**config.mk**
```make
export PLATFORM = sky130hd
export DESIGN_NAME = uart_tx_param
export DESIGN_NICKNAME = d
export VERILOG_FILES = /design/src/rtl/uart_tx_param.sv
export SDC_FILE = /design/constraint.sdc
export NUM_CORES = 1
export LEC_CHECK = 0
export ABC_AREA = 1
export CORE_MARGIN = 5
export CORE_UTILIZATION = 57
export CTS_CLUSTER_DIAMETER = 100
export DETAILED_ROUTE_END_ITERATION = 8
export PLACE_DENSITY = 0.85
export SLEW_MARGIN = 20
export SYNTH_ARGS = -nofsm -noshare
export SYNTH_HDL_FRONTEND = slang
export SYNTH_SLANG_ARGS = --single-unit
```
**constraint.sdc**
```tcl
create_clock -name CLK -period 2.3 [get_ports CLK]
set_input_delay 0.23 -clock CLK [delete_from_list [all_inputs] [get_ports CLK]]
set_output_delay 0.23 -clock CLK [all_outputs]
set_load 0.02 [all_outputs]
```
**src/rtl/uart_tx_param.sv**
```systemverilog
// uart_tx_param: parametrised UART transmitter.
// Sends start bit, DATA_WIDTH data bits LSB first, an optional parity bit and
// one or two stop bits. Every bit is held for Prescale clock cycles (0 acts as 1).
// Frame settings are captured when a word is loaded, so port changes during a
// frame do not affect it.
// Optional build macro UART_TX_FIFO_EN adds a FIFO_DEPTH-entry input FIFO in
// front of the serialiser. Only the data word is queued. The frame settings
// are read from the ports when the word leaves the FIFO.
//
// Ports:
//   CLK            in   system clock, rising edge
//   RST            in   asynchronous active-low reset
//   Prescale       in   clock cycles per bit
//   P_DATA         in   parallel data word
//   Data_Valid     in   P_DATA valid; a word transfers when Data_Valid && Data_Ready
//   Data_Ready     out  a word can be accepted this cycle
//   parity_enable  in   add a parity bit after the data bits
//   parity_type    in   0 even, 1 odd
//   stop_bits      in   0 one stop bit, 1 two stop bits
//   busy           out  frame in progress (or word queued)
//   TX_OUT         out  registered serial line, idle high
//
// state    | meaning
// S_IDLE   | line high, waiting for a word
// S_START  | start bit (low)
// S_DATA   | data bits, LSB first
// S_PARITY | parity bit over the latched data
// S_STOP   | stop bit(s), high; the last cycle may load the next word
module uart_tx_param #(
  parameter int DATA_WIDTH     = 8,
  parameter int PRESCALE_WIDTH = 16,
  parameter int FIFO_DEPTH     = 4
) (
  input  logic                      CLK,
  input  logic                      RST,
  input  logic [PRESCALE_WIDTH-1:0] Prescale,
  input  logic [DATA_WIDTH-1:0]     P_DATA,
  input  logic                      Data_Valid,
  output logic                      Data_Ready,
  input  logic                      parity_enable,
  input  logic                      parity_type,
  input  logic                      stop_bits,
  output logic                      busy,
  output logic                      TX_OUT
);
  localparam int BIT_W = $clog2(DATA_WIDTH);
  localparam logic [BIT_W-1:0] LAST_BIT = BIT_W'(DATA_WIDTH - 1);
  localparam logic [BIT_W-1:0] ONE_B = BIT_W'(1);
  localparam logic [PRESCALE_WIDTH-1:0] ZERO_P = '0;
  localparam logic [PRESCALE_WIDTH-1:0] ONE_P = PRESCALE_WIDTH'(1);

  localparam logic [2:0] S_IDLE   = 3'd0;
  localparam logic [2:0] S_START  = 3'd1;
  localparam logic [2:0] S_DATA   = 3'd2;
  localparam logic [2:0] S_PARITY = 3'd3;
  localparam logic [2:0] S_STOP   = 3'd4;

  logic [2:0]                state, state_nxt;
  logic [PRESCALE_WIDTH-1:0] cnt, cnt_nxt;
  logic [PRESCALE_WIDTH-1:0] last_cnt, last_cnt_nxt;
  logic [BIT_W-1:0]          bit_idx, bit_nxt;
  logic                      stop_idx, stop_idx_nxt;
  logic [DATA_WIDTH-1:0]     data_r, data_nxt;
  logic                      par_en, par_en_nxt;
  logic                      par_odd, par_odd_nxt;
  logic                      two_stop, two_stop_nxt;
  logic                      tx_nxt;
  logic                      bit_done, fsm_free, load;
  logic [DATA_WIDTH-1:0]     load_data;

  // last_cnt holds P-1, so the end of a bit is a single compare.
  assign bit_done = (cnt == last_cnt);
  // The serialiser can take a new word while idle, or in the last cycle of the last stop bit.
  assign fsm_free = (state == S_IDLE) ||
                    ((state == S_STOP) && bit_done && (stop_idx == two_stop));

`ifdef UART_TX_FIFO_EN
  localparam int PTR_W = $clog2(FIFO_DEPTH);
  localparam logic [PTR_W:0]   DEPTH_C = (PTR_W+1)'(FIFO_DEPTH);
  localparam logic [PTR_W:0]   ONE_C   = (PTR_W+1)'(1);
  localparam logic [PTR_W-1:0] ONE_PTR = PTR_W'(1);

  logic [DATA_WIDTH-1:0] mem [FIFO_DEPTH];
  logic [PTR_W-1:0]      wr_ptr, rd_ptr;
  logic [PTR_W:0]        count;
  logic                  push, pop, full, empty;

  assign full       = (count == DEPTH_C);
  assign empty      = (count == '0);
  assign Data_Ready = !full;
  assign push       = Data_Valid && !full;
  assign pop        = fsm_free && !empty;
  assign load       = pop;
  assign load_data  = mem[rd_ptr];
  assign busy       = (state != S_IDLE) || !empty;

  always_ff @(posedge CLK or negedge RST) begin
    if (!RST) begin
      wr_ptr <= '0;
      rd_ptr <= '0;
      count  <= '0;
    end else begin
      if (push) wr_ptr <= wr_ptr + ONE_PTR;
      if (pop)  rd_ptr <= rd_ptr + ONE_PTR;
      case ({push, pop})
        2'b10:   count <= count + ONE_C;
        2'b01:   count <= count - ONE_C;
        default: ;
      endcase
    end
  end

  always_ff @(posedge CLK) begin
    if (push) mem[wr_ptr] <= P_DATA;
  end
`else
  assign Data_Ready = fsm_free;
  assign load       = Data_Valid && fsm_free;
  assign load_data  = P_DATA;
  assign busy       = (state != S_IDLE);
`endif

  always_comb begin
    state_nxt    = state;
    cnt_nxt      = cnt;
    last_cnt_nxt = last_cnt;
    bit_nxt      = bit_idx;
    stop_idx_nxt = stop_idx;
    data_nxt     = data_r;
    par_en_nxt   = par_en;
    par_odd_nxt  = par_odd;
    two_stop_nxt = two_stop;
    tx_nxt       = 1'b1;

    if (state != S_IDLE) cnt_nxt = bit_done ? ZERO_P : cnt + ONE_P;

    case (state)
      S_START: if (bit_done) begin
        state_nxt = S_DATA;
        bit_nxt   = '0;
      end
      S_DATA: if (bit_done) begin
        if (bit_idx == LAST_BIT) begin
          state_nxt    = par_en ? S_PARITY : S_STOP;
          stop_idx_nxt = 1'b0;
        end else begin
          bit_nxt = bit_idx + ONE_B;
        end
      end
      S_PARITY: if (bit_done) begin
        state_nxt    = S_STOP;
        stop_idx_nxt = 1'b0;
      end
      S_STOP: if (bit_done) begin
        if (stop_idx != two_stop) stop_idx_nxt = 1'b1;
        else                      state_nxt    = S_IDLE;
      end
      default: state_nxt = S_IDLE;
    endcase

    // A load replaces whatever the frame logic above chose. fsm_free only
    // allows it from idle or from the very last stop cycle.
    if (load) begin
      state_nxt    = S_START;
      cnt_nxt      = ZERO_P;
      data_nxt     = load_data;
      par_en_nxt   = parity_enable;
      par_odd_nxt  = parity_type;
      two_stop_nxt = stop_bits;
      last_cnt_nxt = (Prescale == ZERO_P) ? ZERO_P : Prescale - ONE_P;
    end

    // TX_OUT is a register. It is computed from the next state, so a
    // transfer on edge k already drives the start bit after that edge.
    case (state_nxt)
      S_START:  tx_nxt = 1'b0;
      S_DATA:   tx_nxt = data_nxt[bit_nxt];
      S_PARITY: tx_nxt = par_odd_nxt ? ~^data_nxt : ^data_nxt;
      default:  tx_nxt = 1'b1;
    endcase
  end

  always_ff @(posedge CLK or negedge RST) begin
    if (!RST) begin
      state    <= S_IDLE;
      cnt      <= '0;
      last_cnt <= '0;
      bit_idx  <= '0;
      stop_idx <= 1'b0;
      data_r   <= '0;
      par_en   <= 1'b0;
      par_odd  <= 1'b0;
      two_stop <= 1'b0;
      TX_OUT   <= 1'b1;
    end else begin
      state    <= state_nxt;
      cnt      <= cnt_nxt;
      last_cnt <= last_cnt_nxt;
      bit_idx  <= bit_nxt;
      stop_idx <= stop_idx_nxt;
      data_r   <= data_nxt;
      par_en   <= par_en_nxt;
      par_odd  <= par_odd_nxt;
      two_stop <= two_stop_nxt;
      TX_OUT   <= tx_nxt;
    end
  end
endmodule
```
==> flow_results.xml <==
<?xml version="1.0" encoding="UTF-8"?>
<metrics>
  <group name="critical_path">
    <metric name="crit_slowest_cell" unit="">sky130_fd_sc_hd__dfrtp_1</metric>
    <metric name="ff2ff_setup_slack" unit="ps">90</metric>
    <metric name="critical_path.endpoint_type" unit="">flip-flop</metric>
    <metric name="r2r_path_end" unit="">TX_OUT</metric>
    <metric name="timing.critical_path.from_type" unit="">flip-flop</metric>
    <metric name="crit_path_max_incr_delay" unit="ps">450</metric>
    <metric name="crit_family" unit="">simple AND/OR/NAND/NOR gates</metric>
    <metric name="worst-path-max-fanout" unit="">5</metric>
    <metric name="critical_path.cell_chain" unit="">inv_1, nand2_1, nand2_1, nor2_1, nand2_1, nor2_2, nand2_2, buf_6, clkinvlp_4, buf_4, a31o_2, nand2_1, inv_1, nand3_2, nand3_2, nand3_2, nand2_1, nand2_1</metric>
    <metric name="rr_startpoint" unit="">cnt[1]</metric>
    <metric name="worst_path_most_repeated_cell" unit="">sky130_fd_sc_hd__nand2_1</metric>
    <metric name="timing.critical_path.arrival" unit="ps">2460</metric>
    <metric name="worst-r2r-cell-count" unit="">18</metric>
    <metric name="timing.critical_path.required" unit="ps">2550</metric>
    <metric name="worst_path_buffer_plus_inverter_count" unit="">5</metric>
    <metric name="timing.setup.critical_path_class" unit="">reg2reg</metric>
  </group>
  <group name="power">
    <metric name="design_power_total" unit="uW">3891</metric>
    <metric name="peakVddDrop" unit="V">0.0006564</metric>
    <metric name="powerDensity" unit="nW/um^2">937.3</metric>
    <metric name="leakage" unit="uW">0.002082</metric>
  </group>
  <group name="final_layout">
    <metric name="antenna_cells" unit="">0</metric>
    <metric name="final_net_count" unit="">579</metric>
    <metric name="syn2layout_area_growth" unit="%">28.65</metric>
    <metric name="final.fill_count" unit="">376</metric>
    <metric name="design_area" unit="um^2">4151</metric>
    <metric name="final_layout_size_suffix_gt1_share" unit="%">19.60</metric>
  </group>
  <group name="yosys">
    <metric name="post_synth.cell_area_avg" unit="um^2">6.779</metric>
    <metric name="yosys_warnings" unit="">0</metric>
    <metric name="postSynth.topFlopCell" unit="">sky130_fd_sc_hd__dfrtp_1</metric>
    <metric name="ys_seq_area_share" unit="%">39.59</metric>
    <metric name="yosys.cell_types.count" unit="">34</metric>
    <metric name="number_of_enable_type_register_cells_in_the_synthesized_netlist" unit="">0</metric>
    <metric name="post_synth_instance_area" unit="um^2">3227</metric>
    <metric name="synthArstFlopShare" unit="%">100.0</metric>
    <metric name="synth-seq-cells" unit="">51</metric>
    <metric name="syn_inst" unit="">476</metric>
    <metric name="syn_nets" unit="">509</metric>
  </group>
  <group name="clock_network">
    <metric name="clk_latency" unit="ps">300</metric>
    <metric name="clock-sinks" unit="">51</metric>
    <metric name="max-clock-path-buffers" unit="">2</metric>
    <metric name="clockRootBuffer" unit="">sky130_fd_sc_hd__clkbuf_8</metric>
    <metric name="cts-buffers-inserted" unit="">5</metric>
    <metric name="tritoncts" unit="">done</metric>
    <metric name="clock_slew_at_the_register_clock_pins_of_the_worst_setup_and_hold_paths" unit="ps">90</metric>
    <metric name="deepest_level_of_the_cts_h_tree" unit="">2</metric>
  </group>
  <group name="floorplan">
    <metric name="placement_rows" unit="">27</metric>
    <metric name="dieHeight" unit="um">85.24</metric>
    <metric name="coreArea" unit="um^2">5507</metric>
    <metric name="initial_core_util" unit="%">58.60</metric>
    <metric name="dieArea" unit="um^2">7266</metric>
    <metric name="top_level_pins" unit="">33</metric>
    <metric name="die_width" unit="um">85.24</metric>
  </group>
  <group name="route">
    <metric name="detailedRoute.firstPassIterationCount" unit="">7</metric>
    <metric name="dr.first_iter.drc_count" unit="">331</metric>
    <metric name="routed-via-count" unit="">3389</metric>
    <metric name="postRouteAntennaNets" unit="">0</metric>
    <metric name="detail_route.wl_per_cell" unit="um">13.91</metric>
    <metric name="via_per_inst" unit="">5.484</metric>
    <metric name="detail_route.wirelength" unit="um">8599</metric>
    <metric name="drt_drc_violations_left" unit="">0</metric>
  </group>
  <group name="run_status">
    <metric name="status" unit="">complete, no violations</metric>
  </group>
  <group name="timing">
    <metric name="grt_setup_unrepaired" unit="">yes</metric>
    <metric name="final_period_minus_worst_setup_slack" unit="ps">2212</metric>
    <metric name="timing.final.hold_violations" unit="">0</metric>
    <metric name="worst_slew_margin_rel" unit="%">68.99</metric>
    <metric name="post-route-period-util" unit="%">96.19</metric>
    <metric name="hold-worst-slack" unit="ps">382.3</metric>
    <metric name="setup_viol_count_final" unit="">0</metric>
    <metric name="tightest_slew" unit="ps">463.5</metric>
    <metric name="max_clock_freq" unit="MHz">452.0</metric>
    <metric name="final_max_tran_viols" unit="">0</metric>
    <metric name="clock-skew-final" unit="ps">4.349</metric>
  </group>
  <group name="placed_design">
    <metric name="placement.io_buffers" unit="">32</metric>
    <metric name="post_dp_area" unit="um^2">3755</metric>
    <metric name="place_hpwl" unit="um">5814</metric>
    <metric name="finalWeightedCongestion" unit="">0.8573</metric>
  </group>
  <group name="global_route">
    <metric name="gr_ovfl_total" unit="">0</metric>
    <metric name="grt_max_degree" unit="">20</metric>
    <metric name="grt_use_total" unit="%">21.83</metric>
    <metric name="grt_pass1_wl" unit="um">13250</metric>
    <metric name="grt_pass1_vias" unit="">2981</metric>
    <metric name="antenna_found_initial" unit="">0</metric>
  </group>
  <group name="min_path">
    <metric name="min_path_type" unit="">in2async</metric>
  </group>
  <group name="flow_run">
    <metric name="maxCapViolCount" unit="">0</metric>
  </group>
</metrics>
[layout by cell type, fill, tap and decap left out, types with 12 or more instances in the layout]
cell type                         synthesis  routed
sky130_fd_sc_hd__nand2_1                168     148
sky130_fd_sc_hd__inv_1                   65      62
sky130_fd_sc_hd__dfrtp_1                 50      50
sky130_fd_sc_hd__nor2_1                  39      36
sky130_fd_sc_hd__clkdlybuf4s50_1          0      30
sky130_fd_sc_hd__buf_4                    1      29
sky130_fd_sc_hd__nand2_2                  3      20
sky130_fd_sc_hd__nor3_1                  15      15
sky130_fd_sc_hd__nand3_1                 23      15
sky130_fd_sc_hd__o22ai_1                 14      14
sky130_fd_sc_hd__inv_2                   13      13
sky130_fd_sc_hd__xor2_1                  13      13
sky130_fd_sc_hd__a21oi_1                 12      12
[worst register-to-register path, cell delays in order, from the launching register on]
cell                         delay (ps)
sky130_fd_sc_hd__dfrtp_1            450
sky130_fd_sc_hd__inv_1              110
sky130_fd_sc_hd__nand2_1             60
sky130_fd_sc_hd__nand2_1             60
sky130_fd_sc_hd__nor2_1              40
sky130_fd_sc_hd__nand2_1             60
sky130_fd_sc_hd__nor2_2              40
sky130_fd_sc_hd__nand2_2            100
sky130_fd_sc_hd__buf_6              140
sky130_fd_sc_hd__clkinvlp_4         130
sky130_fd_sc_hd__buf_4              160
sky130_fd_sc_hd__a31o_2             190
sky130_fd_sc_hd__nand2_1            120
sky130_fd_sc_hd__inv_1              110
sky130_fd_sc_hd__nand3_2            100
sky130_fd_sc_hd__nand3_2             80
sky130_fd_sc_hd__nand3_2             80
sky130_fd_sc_hd__nand2_1             60
sky130_fd_sc_hd__nand2_1             70
[routing by layer]
metal  vias to the layer above  GRT usage (%)  wire length, um
li1                       1657              -                -
met1                      1545          30.64             3669
met2                       163          35.66             4079
met3                        24          3.689              663
met4                         0          4.317              187
met5                         -              0                0
[worst max-delay path by stage]
stage                start      endpoint  slack, ps  depth (start not counted)
2_1_floorplan       cnt[8]        TX_OUT        260                         18
3_3_place_gp   Prescale[2]  last_cnt[15]         20                         10
3_5_place_dp   Prescale[2]  last_cnt[15]       -0.7                         10
4_1_cts            cnt[13]        TX_OUT         10                         19
5_1_grt             cnt[1]        TX_OUT       -180                         21
6_report            cnt[1]        TX_OUT         90                         18
[cells by family after synthesis]
group | share of synthesized area (%)
buffers and inverters | 11.01
flip-flops | 39.59
adder cells (fa/ha/maj) | 1.163
AND/OR/NAND/NOR | 34.12
XOR/XNOR | 4.343
AO/OA/AOI/OAI | 9.772
[cells in the mapped netlist, types with 2 or more instances]
library cell | count | share of area [%]
sky130_fd_sc_hd__o22ai_1 | 14 | 2.7
sky130_fd_sc_hd__nor3_1 | 15 | 2.3
sky130_fd_sc_hd__buf_2 | 5 | 0.78
sky130_fd_sc_hd__o21ai_1 | 2 | 0.31
sky130_fd_sc_hd__nand4_1 | 11 | 2.1
sky130_fd_sc_hd__ha_1 | 3 | 1.2
sky130_fd_sc_hd__a22oi_1 | 3 | 0.70
sky130_fd_sc_hd__nand2_1 | 168 | 20
sky130_fd_sc_hd__inv_1 | 65 | 7.6
sky130_fd_sc_hd__nand3_1 | 23 | 3.6
sky130_fd_sc_hd__or2_2 | 3 | 0.58
sky130_fd_sc_hd__buf_6 | 2 | 0.70
sky130_fd_sc_hd__inv_2 | 13 | 1.5
sky130_fd_sc_hd__nand2_2 | 3 | 0.58
sky130_fd_sc_hd__xnor2_1 | 3 | 0.81
sky130_fd_sc_hd__nor2_1 | 39 | 4.5
sky130_fd_sc_hd__o21ai_0 | 14 | 2.2
sky130_fd_sc_hd__dfrtp_1 | 50 | 39
sky130_fd_sc_hd__a21oi_1 | 12 | 1.9
sky130_fd_sc_hd__clkinv_1 | 2 | 0.23
sky130_fd_sc_hd__xor2_1 | 13 | 3.5
[flip-flops by register name, summed over array words and instances (netlist names)]
register,count
bit_idx,3
data_r,8
stop_idx,1
TX_OUT,1
par_odd,1
two_stop,1
par_en,1
state,3
last_cnt,16
cnt,16
[power by group]
part           total (uW)  switching [uW]  internal [uW]
Combinational        1890            1120            768
Clock                 527             290            237
Sequential           1470             239           1240
[through the flow]
stage,util [%],TNS [ps],setup slack (ps),std cells
after floorplan,-,0,256.0,476
after global placement,68.19,0,22.68,594
after detailed placement,68.19,-0.6855,-0.6855,594
after CTS,70.26,0,9.992,604
after global routing,75.39,-229.6,-177.2,618
final,75.39,0,87.61,618
[final cells by class]
type / instances / area, um^2 / area share [%]
Clock buffer: 6 / 82.58 / 1.989
Clock inverter: 1 / 5.005 / 0.1206
Inverter: 80 / 309.0 / 7.444
Multi-Input combinational cell: 338 / 1750 / 42.16
Sequential cell: 51 / 1277 / 30.77
Tap cell: 72 / 90.09 / 2.170
Timing Repair Buffer: 70 / 636.9 / 15.34
[repair_timing]
action	CTS	global route
buffers inserted	2	13
cloned	0	1
hold buffers	1	0
pin swaps	0	12
endpoints found under the hold margin	16	0
resized for setup	2	56
endpoints found under the setup margin	2	16
Note: power is estimated with default switching activity, not from simulation.
